$ cat src/rtl/traffic_light_fsm.sv
// Four-way intersection sequencer: NS/EW vehicle lights plus a
// pedestrian walk phase, stepped by ticks derived from Slow_Clock.
module traffic_light_fsm #(
  parameter logic [3:0] GREEN_T  = 4'd8,
  parameter logic [3:0] YELLOW_T = 4'd3,
  parameter logic [3:0] ALLRED_T = 4'd1,
  parameter logic [3:0] WALK_T   = 4'd5
) (
  input  logic       Clk,
  input  logic       Reset,
  input  logic       Slow_Clock,
  input  logic       Ped_Req,
  output logic [2:0] NS_Light,
  output logic [2:0] EW_Light,
  output logic       Walk,
  output logic [3:0] Time_Left
);

  typedef enum logic [2:0] {
    NS_GREEN,
    NS_YELLOW,
    ALL_RED_1,
    EW_GREEN,
    EW_YELLOW,
    ALL_RED_2,
    WALK
  } state_t;

  localparam logic [2:0] RED = 3'b100;
  localparam logic [2:0] YEL = 3'b010;
  localparam logic [2:0] GRN = 3'b001;

  state_t     state;
  state_t     state_n;
  logic [3:0] timer;
  logic [3:0] timer_n;
  logic       next_dir;
  logic       dir_n;
  logic       ped_pending;
  logic       pend_n;
  logic       sc_q;
  logic       ped_s1;
  logic       ped_s2;
  logic       ped_s3;
  logic       tick;
  logic       ped_edge;
  logic       in_green;

  assign tick      = Slow_Clock & ~sc_q;
  assign ped_edge  = ped_s2 & ~ped_s3;
  assign in_green  = (state == NS_GREEN) || (state == EW_GREEN);
  assign Time_Left = timer;

  // Lamp pattern {ns, ew, walk} shown while in a given state.
  function automatic logic [6:0] lamps(input state_t s);
    logic [6:0] l;
    l = {RED, RED, 1'b0};
    case (s)
      NS_GREEN:  l = {GRN, RED, 1'b0};
      NS_YELLOW: l = {YEL, RED, 1'b0};
      EW_GREEN:  l = {RED, GRN, 1'b0};
      EW_YELLOW: l = {RED, YEL, 1'b0};
      WALK:      l = {RED, RED, 1'b1};
      default:   l = {RED, RED, 1'b0};
    endcase
    return l;
  endfunction

  // Next state, timer reload, walk-return direction and request latch.
  always_comb begin
    state_n = state;
    timer_n = timer;
    dir_n   = next_dir;
    if (tick) begin
      if (timer <= 4'd1) begin
        case (state)
          NS_GREEN: begin
            state_n = NS_YELLOW;
            timer_n = YELLOW_T;
          end
          NS_YELLOW: begin
            state_n = ALL_RED_1;
            timer_n = ALLRED_T;
          end
          ALL_RED_1: begin
            dir_n   = 1'b1;
            state_n = ped_pending ? WALK : EW_GREEN;
            timer_n = ped_pending ? WALK_T : GREEN_T;
          end
          EW_GREEN: begin
            state_n = EW_YELLOW;
            timer_n = YELLOW_T;
          end
          EW_YELLOW: begin
            state_n = ALL_RED_2;
            timer_n = ALLRED_T;
          end
          ALL_RED_2: begin
            dir_n   = 1'b0;
            state_n = ped_pending ? WALK : NS_GREEN;
            timer_n = ped_pending ? WALK_T : GREEN_T;
          end
          WALK: begin
            state_n = next_dir ? EW_GREEN : NS_GREEN;
            timer_n = GREEN_T;
          end
          default: begin
            state_n = ALL_RED_2;
            timer_n = ALLRED_T;
          end
        endcase
      end else begin
        timer_n = timer - 4'd1;
      end
    end
    if (in_green && ped_pending && (timer > 4'd2)) begin
      timer_n = 4'd2;
    end
    pend_n = ped_pending;
    if ((state_n == WALK) && (state != WALK)) begin
      pend_n = 1'b0;
    end
    if (ped_edge && (state != WALK)) begin
      pend_n = 1'b1;
    end
  end

  // Tick edge detect and pushbutton synchroniser.
  always_ff @(posedge Clk or negedge Reset) begin
    if (!Reset) begin
      sc_q   <= 1'b0;
      ped_s1 <= 1'b0;
      ped_s2 <= 1'b0;
      ped_s3 <= 1'b0;
    end else begin
      sc_q   <= Slow_Clock;
      ped_s1 <= Ped_Req;
      ped_s2 <= ped_s1;
      ped_s3 <= ped_s2;
    end
  end

  // State, timer and registered lamp outputs.
  always_ff @(posedge Clk or negedge Reset) begin
    if (!Reset) begin
      state       <= ALL_RED_2;
      timer       <= ALLRED_T;
      next_dir    <= 1'b0;
      ped_pending <= 1'b0;
      NS_Light    <= RED;
      EW_Light    <= RED;
      Walk        <= 1'b0;
    end else begin
      state       <= state_n;
      timer       <= timer_n;
      next_dir    <= dir_n;
      ped_pending <= pend_n;
      {NS_Light, EW_Light, Walk} <= lamps(state_n);
    end
  end

endmodule

$ cat config.mk
export PLATFORM = sky130hd
export DESIGN_NAME = traffic_light_fsm
export DESIGN_NICKNAME = d
export VERILOG_FILES = /design/src/rtl/traffic_light_fsm.sv
export SDC_FILE = /design/constraint.sdc
export NUM_CORES = 1
export LEC_CHECK = 0
export CAP_MARGIN = 5
export CORE_MARGIN = 3
export CORE_UTILIZATION = 53
export CTS_CLUSTER_SIZE = 10
export DETAILED_ROUTE_END_ITERATION = 8
export PLACE_DENSITY = 0.84
export SLEW_MARGIN = 30
export SYNTH_ARGS = -nofsm -noshare
export SYNTH_HDL_FRONTEND = slang
export SYNTH_SLANG_ARGS = --single-unit
$ cat constraint.sdc
create_clock -name Clk -period 2.34 [get_ports Clk]
set_input_delay 0.585 -clock Clk [delete_from_list [all_inputs] [get_ports Clk]]
set_output_delay 0.585 -clock Clk [all_outputs]
set_load 0.01 [all_outputs]
After elaboration in Yosys (flattened, before gate mapping). Cells that the tools add are included.

Bits in registers: 20. Latch bits: 0. Memory bits (writable): 0. Bits in read-only memories: 0. Bits of input ports: 4. Memories kept: 0.

$add $sub $neg: 1. $mul: 0. Div/mod/pow operators: 0. $lt $le $gt $ge: 2. Equal/unequal tests: 10. Shifts and indexed selects: 0. Multiplexer cells: 15. Bitwise gates (word level): 4. Reduce and logical (&&, ||, !) cells: 13.

Operators with widths (number): $pmux 7 s5 (1); $pmux 3 s6 (1); $mux 4 (4); $eq 3x3->1 const B (4); $mux 3 (4); $pmux 4 s3 (1); $eq 3x2->1 const B (3); $eq 3x1->1 const B (2); $logic_not 3->1 (2); $reduce_bool 2->1 (3); $gt 4x2->1 const B (1); $le 4x1->1 const B (1); $logic_and 1x1->1 (4); $reduce_or 2->1 (2); $sub 4x1->4 const B (1); $ne 3x3->1 const B (1); $reduce_and 3->1 (1); $and 1x1->1 (2); $mux 1 (2); $mux 2 (1); $not 1->1 (2); $pmux 1 s2 (1); $logic_or 1x1->1 (1).

Longest topological paths before layout.
Depth in word-level cells: 8. Depth in mapped cells: 7.

Worst setup path after synthesis. Ideal clock, no wire load.

Path kind: reg-to-reg. Start: register timer[0], in the netlist Time_Left[0]. End: register state[1]. Setup time: 0.104 ns. Data arrival time: 1.675 ns. Slack: 0.561 ns. Stages on the path, launching flop included: 7. Buffers on the path: 0. Clock period less this slack: 1.779 ns. Cells stage by stage: dfstp_2 inv_1 ha_1 or2_2 nand3_2 o32ai_1 a221oi_1.

Longest elaborated chain between the ends: 3.

Ends and longest elaborated chain: from (decl) (RTL line 35) `logic [3:0] timer;`; from (signal assigned) (RTL line 155) `timer <= timer_n;`; $le 4x1->1 (RTL line 75) `if (timer <= 4'd1) begin`; $mux 3 (RTL line 75); $mux 3 (RTL line 74) `if (tick) begin`; named net state_n[1] (RTL line 34) `state_t state_n;`; to (signal assigned) (RTL line 154) `state <= state_n;`; to (decl) (RTL line 33) `state_t state;`.

The timed path passes the listed nets, and every way through them passes these cells. A chain may end at the register's enable or synchronous reset.

Final worst setup path.
Start: register timer[0], in the netlist Time_Left[0]. End: output port Time_Left[0].

RTL lines: to (decl) (RTL line 16) `output logic [3:0] Time_Left`.

No word-level cell between the ends.

==> impl_metrics.yaml <==
global_route:
  grtUsageMet2: 0.238
  use_met3: 0.0258
  grt_overflow: 0
  grt_most_used_layer: "met1"
  use_met1: 0.260
  grt_antenna_before_repair: 0
  groute.usage.overall: 0.176
  grt_first_pass_wirelength_um: 3530
  pin_count_of_the_biggest_net_entering_global_routing: 21
  grt_pass1_vias: 779
detailed_routing:
  routed_wl_um: 2130
  dr.pass1.iters: 4
  via_count: 947
  detail_routed_net_length_per_standard_cell_um: 13.7
  drt.antenna.violating_nets: 0
  route.detailed.drc: 0
  drt-vias-per-instance: 6.11
  drtIter0Drc: 37
yosys:
  ys_ff_latch: 20
  syn_inst: 115
  synthesis.area_mm2: 0.00112
  average_instance_area_after_synthesis_um2: 9.78
  synth_sequential_area_ratio: 0.451
  synth.distinct_cells: 49
  dominantRegCellSynth: "dfrtp_1"
  number_of_enable_type_register_cells_in_the_synthesized_netlist: 0
  ys_async_sr_fraction: 1.00
  synth.yosys.warnings: 0
  synthesis.nets: 122
place:
  port_buffers: 14
  place.gp.congestion: 0.902
  dpl_wire_length_um: 1530
finish:
  multi_input_gate_area_in_the_final_layout_um2: 567
  area_delta_synth_final_pct: 15.9
  ff_latch_area_um2: 507
  fillCellCount: 142
  fin_nets: 136
  drive_gt1_frac: 0.133
  diode_count: 0
floorplan:
  die_w_um: 52.1
  dieArea_mm2: 0.00271
  ioPinCount: 15
  fp.coreArea_mm2: 0.00198
  floorplan.initialDensity: 0.568
  die_ht_um: 52.1
  num_rows: 16
worst_setup_path:
  crit_required_ns: 1.75
  path_depth_of_the_worst_reg2reg_path: 6
  crit_path_start: "Time_Left[0]"
  biggest_cell_delay_along_the_critical_path_ns: 0.60
  cell_class_contributing_the_biggest_share_of_worst_path_delay: "flip-flops"
  timing.critical_path.to_type: "output port"
  regToRegSetupSlack_ns: 0.37
  crit_path_cell_trace: "clkdlybuf4s50_1"
  crit-reg2reg-capture: "EW_Light[0]"
  crit_slowest_cell: "dfstp_2"
  crit_arrival_ns: 1.45
  timing.critical_path.to: "Time_Left[0]"
  crit_cells: 1
  worstPathBufferInverterCount: 1
  cp-start-kind: "register"
  critPathKind: "reg2out"
  crit_path_max_fanout: 6
  crit-reg2reg-launch: "Time_Left[0]"
sta:
  finalMaxSlewViolations: 0
  slew_headroom: 0.707
  period_needed_ns: 2.03
  skew_ns: 0.00453
  timing_hold_violations_final: 0
  max_freq_mhz: 492
  final-setup-viol-count: 0
  rsz_0062_raised_after_global_routing: "no"
  slew_worst_pin_ns: 0.438
  portion_of_the_clock_cycle_consumed_by_the_worst_path_in_the_final_layout: 0.869
  total_negative_slack_for_setup_checks_ns: 0
clocking:
  clock_tree_from_tritoncts: "built"
  cts_made_buffers: 3
  cts_max_path_buffers: 2
  cts-root-buf: "clkbuf_4"
  worst_skew_pair.late_latency_ns: 0.30
  clock_sink_count: 20
  ctsHtreeMaxLevel: 1
  post_cts.resized_instances: 0
  ctsHoldBuffers: 0
  postCtsSetupRepairBufs: 0
  cts.reportedPaths.clkPinSlew_ns: 0.11
power:
  ir_worst_vdd_v: 0.000693
  p_total_mw: 1.64
  p_per_area_mw_per_mm2: 1260
  power.leakage_nw: 0.510
run_status:
  status: "finished, final reports clean"
flow_run:
  timing.max_cap.violations: 0
hold_path:
  class_of_the_most_critical_hold_timing_path: "reg2reg"
==> worst min-delay path by stage <==
stage / depth (start not counted) / to / start
detailed placement: 0 / ped_s2 / ped_s1
CTS: 0 / ped_s2 / ped_s1
global placement: 0 / ped_s2 / ped_s1
finish: 0 / ped_s2 / ped_s1
global route: 0 / ped_s2 / ped_s1
floorplan: 0 / EW_Light[0] / Reset
==> area by class of cell <==
class                      instances  area share
tap                               27      0.0259
multi-input combinational         84       0.435
timing repair buffer              16       0.119
sequential                        20       0.389
clock buffer                       4      0.0202
inverter                           4      0.0115
==> flip-flops by register name, indices dropped and copies added (netlist names) <==
name         cells
sc_q             1
state            3
NS_Light         3
ped_s2           1
Walk             1
ped_s1           1
Time_Left        4
ped_s3           1
ped_pending      1
EW_Light         3
next_dir         1
==> logic make-up after synthesis <==
family                   share of synthesized area
AND/OR/NAND/NOR                              0.237
AO/OA/AOI/OAI                                0.209
flip-flops                                   0.451
buffers and inverters                       0.0456
adder cells (fa/ha/maj)                     0.0334
XOR/XNOR                                    0.0156
multiplexers                               0.00890
==> synthesized netlist by cell type (2+ instances only) <==
library cell,count,share of area
inv_1,4,0.013
nand3_1,5,0.022
nand2_1,4,0.013
a21oi_1,5,0.022
nor4_1,2,0.011
ha_1,3,0.033
nor3_1,3,0.013
o31ai_1,4,0.027
buf_2,2,0.0089
and2_1,2,0.011
nor2_1,8,0.027
a211oi_1,3,0.020
a31oi_1,2,0.011
o21ai_0,5,0.022
nand3b_1,2,0.013
dfrtp_1,15,0.33
xnor2_1,2,0.016
dfstp_2,5,0.12
or3_1,2,0.011
clkbuf_1,3,0.010
nor2b_1,2,0.011
nand2b_1,4,0.022
a221oi_1,2,0.016
==> layout by cell type, fill, tap and decap left out, types with 2 or more instances in the layout <==
cell              n
nor2b_1           2
nor4_1            2
dfstp_2           5
ha_1              3
clkbuf_4          3
nand3_1           5
a211oi_1          3
nand2_1           4
or3_1             2
a21oi_1           5
o21ai_0           5
xnor2_1           2
nor2_1            8
nand3b_1          2
a221oi_1          2
inv_1             4
nand2b_1          4
nor3_1            3
clkdlybuf4s50_1  14
o31ai_1           4
a31oi_1           2
and2_1            2
buf_4             2
dfrtp_1          15
==> per-layer routing <==
metal | share of wire | vias to the layer above
met5 | 0 | -
met4 | 0.010 | 0
met3 | 0.065 | 4
li1 | - | 453
met2 | 0.47 | 42
met1 | 0.45 | 448
==> stage by stage <==
step	instance area, µm²	instances	hold slack [ns]	util	worst slack, ns
after floorplan	1120	115	0.289	-	0.561
after CTS	1300	155	0.382	0.658	0.296
after global routing	1300	155	0.394	0.658	0.204
after global placement	1280	151	0.345	0.645	0.185
final	1300	155	0.379	0.658	0.306
after detailed placement	1280	151	0.346	0.645	0.0823
==> power breakdown <==
group | switching [mW] | internal [mW]
clock | 0.101 | 0.0664
sequential | 0.207 | 0.491
combinational | 0.383 | 0.395
Note: power is estimated with default switching activity, not from simulation.
